==> src/rtl/lpc_io_responder.sv <==
// lpc_io_responder
// Peripheral-side LPC I/O cycle sequencer. After the address decoder reports a
// hit, this block follows the host data/TAR nibbles, requests the access from
// the register file, drives SYNC (wait/ready/error), the read data and the
// peripheral TAR, then hands the bus back. A host abort (LpcFrame low while
// busy) returns it to idle at the next edge.
module lpc_io_responder #(
  parameter int          WAIT_MAX    = 8,     // wait-SYNC cycles before error SYNC (1..255)
  parameter logic [3:0]  WAIT_NIBBLE = 4'h6   // 4'h6 long wait, 4'h5 short wait
) (
  input  logic       LpcClock,
  input  logic       PciReset,
  input  logic       LpcFrame,
  input  logic       AddrHit,
  input  logic       Opcode,
  input  logic       RegAck,
  input  logic [7:0] RegRdData,
  output logic       RegReq,
  output logic       RegWr,
  output logic [3:0] LpcBusOut,
  output logic       LpcBusOe,
  output logic       Busy,
  output logic       SyncErr
);

  typedef enum logic [3:0] {
    StIdle     = 4'd0,
    StHData0   = 4'd1,
    StHData1   = 4'd2,
    StHTar0    = 4'd3,
    StHTar1    = 4'd4,
    StSync     = 4'd5,
    StSyncWait = 4'd6,
    StSyncOk   = 4'd7,
    StSyncErr  = 4'd8,
    StData0    = 4'd9,
    StData1    = 4'd10,
    StPTar0    = 4'd11,
    StPTar1    = 4'd12
  } stateT;

  // Last WaitCnt value seen in SyncWait before giving up.
  localparam logic [7:0] WaitLast = 8'(WAIT_MAX - 1);

  localparam logic [3:0] SyncReady = 4'h0;
  localparam logic [3:0] SyncError = 4'hA;
  localparam logic [3:0] BusIdle   = 4'hF;

  stateT      State;
  logic       AckSeen;
  logic [7:0] WaitCnt;
  logic [7:0] RdLatch;
  logic       IsWrite;

  stateT      stateNext;
  logic       ackSeenNext;
  logic [7:0] waitCntNext;
  logic [7:0] rdLatchNext;
  logic       isWriteNext;
  logic       regReqNext;
  logic       regWrNext;
  logic [3:0] busOutNext;
  logic       busOeNext;
  logic       syncErrNext;
  logic       ackValid;

  // An acknowledge only counts while a request is actually outstanding.
  assign ackValid = RegAck & RegReq;

  // Next-state and handshake bookkeeping for the I/O cycle.
  always_comb begin
    stateNext   = State;
    ackSeenNext = AckSeen | ackValid;
    waitCntNext = WaitCnt;
    rdLatchNext = ackValid ? RegRdData : RdLatch;
    isWriteNext = IsWrite;
    regReqNext  = RegReq & ~ackValid;
    regWrNext   = RegWr;

    if ((State != StIdle) && !LpcFrame) begin
      // Host abort: drop everything and wait for the next frame.
      stateNext   = StIdle;
      ackSeenNext = 1'b0;
      waitCntNext = 8'd0;
      regReqNext  = 1'b0;
    end else begin
      case (State)
        StIdle: begin
          if (AddrHit) begin
            isWriteNext = Opcode;
            ackSeenNext = 1'b0;
            waitCntNext = 8'd0;
            if (Opcode) begin
              stateNext = StHData0;
            end else begin
              // Reads skip the host data phase and request immediately.
              stateNext  = StHTar0;
              regReqNext = 1'b1;
              regWrNext  = 1'b0;
            end
          end else begin
            stateNext = StIdle;
          end
        end
        StHData0: stateNext = StHData1;
        StHData1: begin
          stateNext  = StHTar0;
          regReqNext = 1'b1;
          regWrNext  = IsWrite;
        end
        StHTar0: stateNext = StHTar1;
        StHTar1: stateNext = StSync;
        StSync: begin
          if (ackSeenNext) begin
            stateNext = StSyncOk;
          end else begin
            stateNext   = StSyncWait;
            waitCntNext = WaitCnt + 8'd1;
          end
        end
        StSyncWait: begin
          if (ackValid) begin
            // An ack on the timeout edge still wins.
            stateNext = StSyncOk;
          end else if (WaitCnt >= WaitLast) begin
            stateNext   = StSyncErr;
            regReqNext  = 1'b0;
            rdLatchNext = 8'hFF;
          end else begin
            waitCntNext = WaitCnt + 8'd1;
          end
        end
        StSyncOk:  stateNext = IsWrite ? StPTar0 : StData0;
        StSyncErr: stateNext = IsWrite ? StPTar0 : StData0;
        StData0:   stateNext = StData1;
        StData1:   stateNext = StPTar0;
        StPTar0:   stateNext = StPTar1;
        StPTar1:   stateNext = StIdle;
        default:   stateNext = StIdle;
      endcase
    end
  end

  // Bus drive values for the state being entered, so the outputs can be registered.
  always_comb begin
    busOutNext  = BusIdle;
    busOeNext   = 1'b0;
    syncErrNext = 1'b0;
    case (stateNext)
      StSync: begin
        busOeNext  = 1'b1;
        busOutNext = ackSeenNext ? SyncReady : WAIT_NIBBLE;
      end
      StSyncWait: begin
        busOeNext  = 1'b1;
        busOutNext = WAIT_NIBBLE;
      end
      StSyncOk: begin
        busOeNext  = 1'b1;
        busOutNext = SyncReady;
      end
      StSyncErr: begin
        busOeNext   = 1'b1;
        busOutNext  = SyncError;
        syncErrNext = 1'b1;
      end
      StData0: begin
        busOeNext  = 1'b1;
        busOutNext = rdLatchNext[3:0];
      end
      StData1: begin
        busOeNext  = 1'b1;
        busOutNext = rdLatchNext[7:4];
      end
      StPTar0: begin
        busOeNext  = 1'b1;
        busOutNext = BusIdle;
      end
      default: begin
        busOeNext  = 1'b0;
        busOutNext = BusIdle;
      end
    endcase
  end

  // State, handshake registers and registered bus outputs.
  always_ff @(posedge LpcClock or negedge PciReset) begin
    if (!PciReset) begin
      State     <= StIdle;
      AckSeen   <= 1'b0;
      WaitCnt   <= 8'd0;
      RdLatch   <= 8'h00;
      IsWrite   <= 1'b0;
      RegReq    <= 1'b0;
      RegWr     <= 1'b0;
      LpcBusOut <= BusIdle;
      LpcBusOe  <= 1'b0;
      Busy      <= 1'b0;
      SyncErr   <= 1'b0;
    end else begin
      State     <= stateNext;
      AckSeen   <= ackSeenNext;
      WaitCnt   <= waitCntNext;
      RdLatch   <= rdLatchNext;
      IsWrite   <= isWriteNext;
      RegReq    <= regReqNext;
      RegWr     <= regWrNext;
      LpcBusOut <= busOutNext;
      LpcBusOe  <= busOeNext;
      Busy      <= (stateNext != StIdle);
      SyncErr   <= syncErrNext;
    end
  end

endmodule

==> config.mk <==
export PLATFORM = sky130hd
export DESIGN_NAME = lpc_io_responder
export DESIGN_NICKNAME = d
export VERILOG_FILES = /design/src/rtl/lpc_io_responder.sv
export SDC_FILE = /design/constraint.sdc
export NUM_CORES = 1
export LEC_CHECK = 0
export BUFFER_PORTS_ARGS = -buffer_cell sky130_fd_sc_hd__buf_2
export CELL_PAD_IN_SITES_DETAIL_PLACEMENT = 1
export CELL_PAD_IN_SITES_GLOBAL_PLACEMENT = 1
export CORE_MARGIN = 4
export CORE_UTILIZATION = 30
export CTS_BUF_LIST = sky130_fd_sc_hd__clkbuf_2
export CTS_CLUSTER_SIZE = 10
export DETAILED_ROUTE_END_ITERATION = 6
export HOLD_SLACK_MARGIN = 0.02
export PLACE_DENSITY_LB_ADDON = 0.1
export SYNTH_ARGS = -nofsm -noshare
export SYNTH_HDL_FRONTEND = slang
export SYNTH_SLANG_ARGS = --single-unit
==> constraint.sdc <==
create_clock -name LpcClock -period 2.19 [get_ports LpcClock]
set_input_delay 0.1095 -clock LpcClock [delete_from_list [all_inputs] [get_ports LpcClock]]
set_output_delay 0.1095 -clock LpcClock [all_outputs]
set_load 0.01 [all_outputs]
==> impl_results.md <==
* Status: finished clean
* Cell Int Power at 1.546 mW
* CP Capture Type: flip-flop
* Cell Pwr Density at 1209 nW/um^2
* Final worst path period share at 92.19%
* Syn-to-layout area delta at 27.13%
* Worst r2r src: WaitCnt[0]$_DFFE_PN0P_
* Critical Path AT at 2320 ps
* Commonest cells post-synth: 27 x dfrtp_1, 19 x nor2_1, 15 x nand2_1, 15 x o21ai_0, 7 x nor3_1
* Rows at 27
* Relative slew slack at 53.41%
* Tot Pwr at 2.708 mW
* Register area at 782.0 sq um
* Min-Delay Path Class: in2reg
* Chip height at 84.63 um
* Commonest register cell after synthesis: dfrtp_1
* Gate count of the mapped netlist at 185
* Area after DPL at 1986 sq um
* Final nets at 247
* Htree depth at 2
* CP max FO at 5
* Yosys reg bits at 31
* Hold Path Stages at 3
* CTS Root Buffer Type: clkbuf_2
* CP Class: reg2reg
* WHS Endpoint: RegReq$_DFF_PN0_
* Mapped Nets at 200
* Effective utilization at floorplan at 31.41%
* Fin. Hold Viols at 0
* Horiz. Die Dim at 84.63 um
* Wire per inst at 16.38 um
* Antenna Nets Post-Route at 0
* Ports at 23
* Max clock buf depth at 2
* DP Wirelength at 3.760 mm
* Switch share at 42.92%
* Clk_lat worst skew at 370 ps
* Sink Count at 31
* Final setup viols at 0
* Core area at 5608 sq um
* Synth cell types at 51
* First-pass detailed-route iteration total at 4
* Synth area leader: dfrtp_1
* R2R depth at 8
* Initial drt markers at 42
* Final WL at 4.995 mm
* Design area at 2240 sq um
* EDFF count, synth at 0
* Min Tclk post-route at 2019 ps
* Most common cell in the netlist: dfrtp_1
* Finished Layout Cells at 305
* Worst Max-Slew Pin Slew at 698.9 ps
* Die area at 7162 sq um
* NetSw at 1.162 mW
* RSZ-0062 raised after global routing: false
* Largest net degree at the start of global routing at 32
* Initial antenna violation count at 0
* DRC Markers at 0
* # diodes at 0
* Worst vdd ir at 476.2 uV
* Async set-reset flop share out of synthesis at 100.0%
* Clock network power share at 14.6%
* Reg2reg setup slack at 170 ps
* Max cap viols at 0
* Vias in the first global route at 1710
* CTS tree: built
* Fillers at 681
* Clock transition at the registers of the reported paths at 170 ps
* First-pass GRT wire length at 8.466 mm
* Static leakage at 0.9560 nW
* Layout cells sized above 1 at 30.90%
* Combinational Power Share at 51.8%
* Vias per cell at 5.220
* Syn_area_per_cell at 9.523 sq um
* GRT Total Usage at 14.76%
* Startpoint of the worst hold path: RegAck
* Seq pwr share at 33.5%
* Area share of the largest cell type after synthesis at 38.35%
* Num CTS Buffers at 5
* Clk_skew at 4.943 ps
* Slew Viols, Final at 0
* Critical Path RT at 2500 ps
* Seq/Total Area, Yosys at 44.32%
* Placed insts at 283
* Mapped Area at 1762 sq um
* Critical Path Source Type: flip-flop
* Multi-input gate area at 977.2 sq um
* Top cells by area, synth: dfrtp_1 38%, dfstp_2 6.0%, o21ai_0 4.3%
* DR vias at 1592
* PortBufs at 22
* Synth warn at 0
* Max Fclk at 495.3 MHz
* Grt total ovfl at 0
* Worst r2r dst: LpcBusOut[1]$_DFF_PN1_
* Place WS at -26.37 ps
* Final WS setup at 171.0 ps
* Gpl congestion at 0.8474
* Final setup TNS at 0 ps
-- metrics by stage --
step                utilization [%]  hold slack, ps
floorplan                         -          -186.1
global placement              35.41           195.8
detailed placement            35.41           202.1
CTS                           38.46           32.90
global route                  39.94           42.04
finish                        39.94           51.41
-- registers in the layout, summed over array words and instances, names as in the netlist --
name       count
Busy           1
State          4
LpcBusOut      4
WaitCnt        8
RdLatch        8
LpcBusOe       1
SyncErr        1
RegReq         1
AckSeen        1
IsWrite        1
RegWr          1
-- layout make-up --
cell class | instances | share of cell area, %
Clock inverter | 3 | 1.732
Sequential cell | 31 | 34.92
Tap cell | 72 | 4.022
Multi-Input combinational cell | 145 | 43.63
Clock buffer | 5 | 1.117
Inverter | 3 | 0.5028
Timing Repair Buffer | 46 | 14.08
-- worst max-delay path: stages (launching register included) --
cell      delay [ps]
dfrtp_1          450
ha_2             240
a211oi_4         240
buf_4            170
a211oi_4          80
nor3_1           230
o22ai_1          130
a221oi_1         300
o211ai_1         120
-- routing by layer --
layer  up-vias  part of all wire, %  track usage [%]
met5         -                    0                0
met4         0                 0.86            3.885
met3         7                  3.7            3.435
met2        32                   45            23.27
met1       782                   50            20.34
li1        771                    -                -
-- placed cells by master (no fill, tap or decap), types with 4 or more instances in the layout --
| cell | n |
|---|---|
| a21o_1 | 4 |
| a21oi_1 | 6 |
| and2_1 | 4 |
| and3_1 | 4 |
| buf_2 | 22 |
| buf_4 | 14 |
| clkbuf_2 | 5 |
| dfrtp_1 | 26 |
| dfstp_2 | 4 |
| dlygate4sd3_1 | 10 |
| nand2_1 | 15 |
| nand2b_1 | 6 |
| nand3_1 | 6 |
| nor2_1 | 18 |
| nor2b_1 | 4 |
| nor3_1 | 5 |
| o21ai_0 | 15 |
| o21ai_1 | 4 |
| o31ai_1 | 4 |
-- power by group through the flow --
stage	registers [mW]	logic, mW	clock network, mW
global placement	0.910	1.26	0
floorplan	0.862	0.928	0
CTS	0.909	1.32	0.414
finish	0.908	1.40	0.397
detailed placement	0.920	1.29	0
global route	0.934	1.55	0.444
-- repair_timing --
action	in CTS	in global routing
setup endpoints to repair	6	13
hold buffers	10	0
setup buffers	0	4
endpoints found under the hold margin	36	0
pin swaps	0	2
resized for setup	2	11
-- worst max-delay path by stage --
stage / start / endpoint / depth (start not counted)
5_1_grt: State[1]$_DFF_PN0_ / LpcBusOut[3]$_DFF_PN1_ / 7
2_1_floorplan: WaitCnt[0]$_DFFE_PN0P_ / LpcBusOut[1]$_DFF_PN1_ / 8
3_3_place_gp: State[2]$_DFF_PN0_ / LpcBusOut[0]$_DFF_PN1_ / 6
6_report: WaitCnt[0]$_DFFE_PN0P_ / LpcBusOut[1]$_DFF_PN1_ / 8
3_5_place_dp: WaitCnt[0]$_DFFE_PN0P_ / WaitCnt[4]$_DFFE_PN0P_ / 7
4_1_cts: WaitCnt[0]$_DFFE_PN0P_ / LpcBusOut[1]$_DFF_PN1_ / 7
-- kinds of logic (layout without fill, tap and decap cells) --
kind of cell / Yosys count / count (layout) / synth area share, %
AND/OR/NAND/NOR: 84 / 84 / 26.92
AO/OA/AOI/OAI: 57 / 57 / 22.73
flip-flops: 31 / 31 / 44.32
buffers and inverters: 9 / 57 / 3.551
multiplexers: 3 / 3 / 1.776
adder cells (fa/ha/maj): 1 / 1 / 0.7101
No activity file was read; power rests on OpenSTA's default activity.
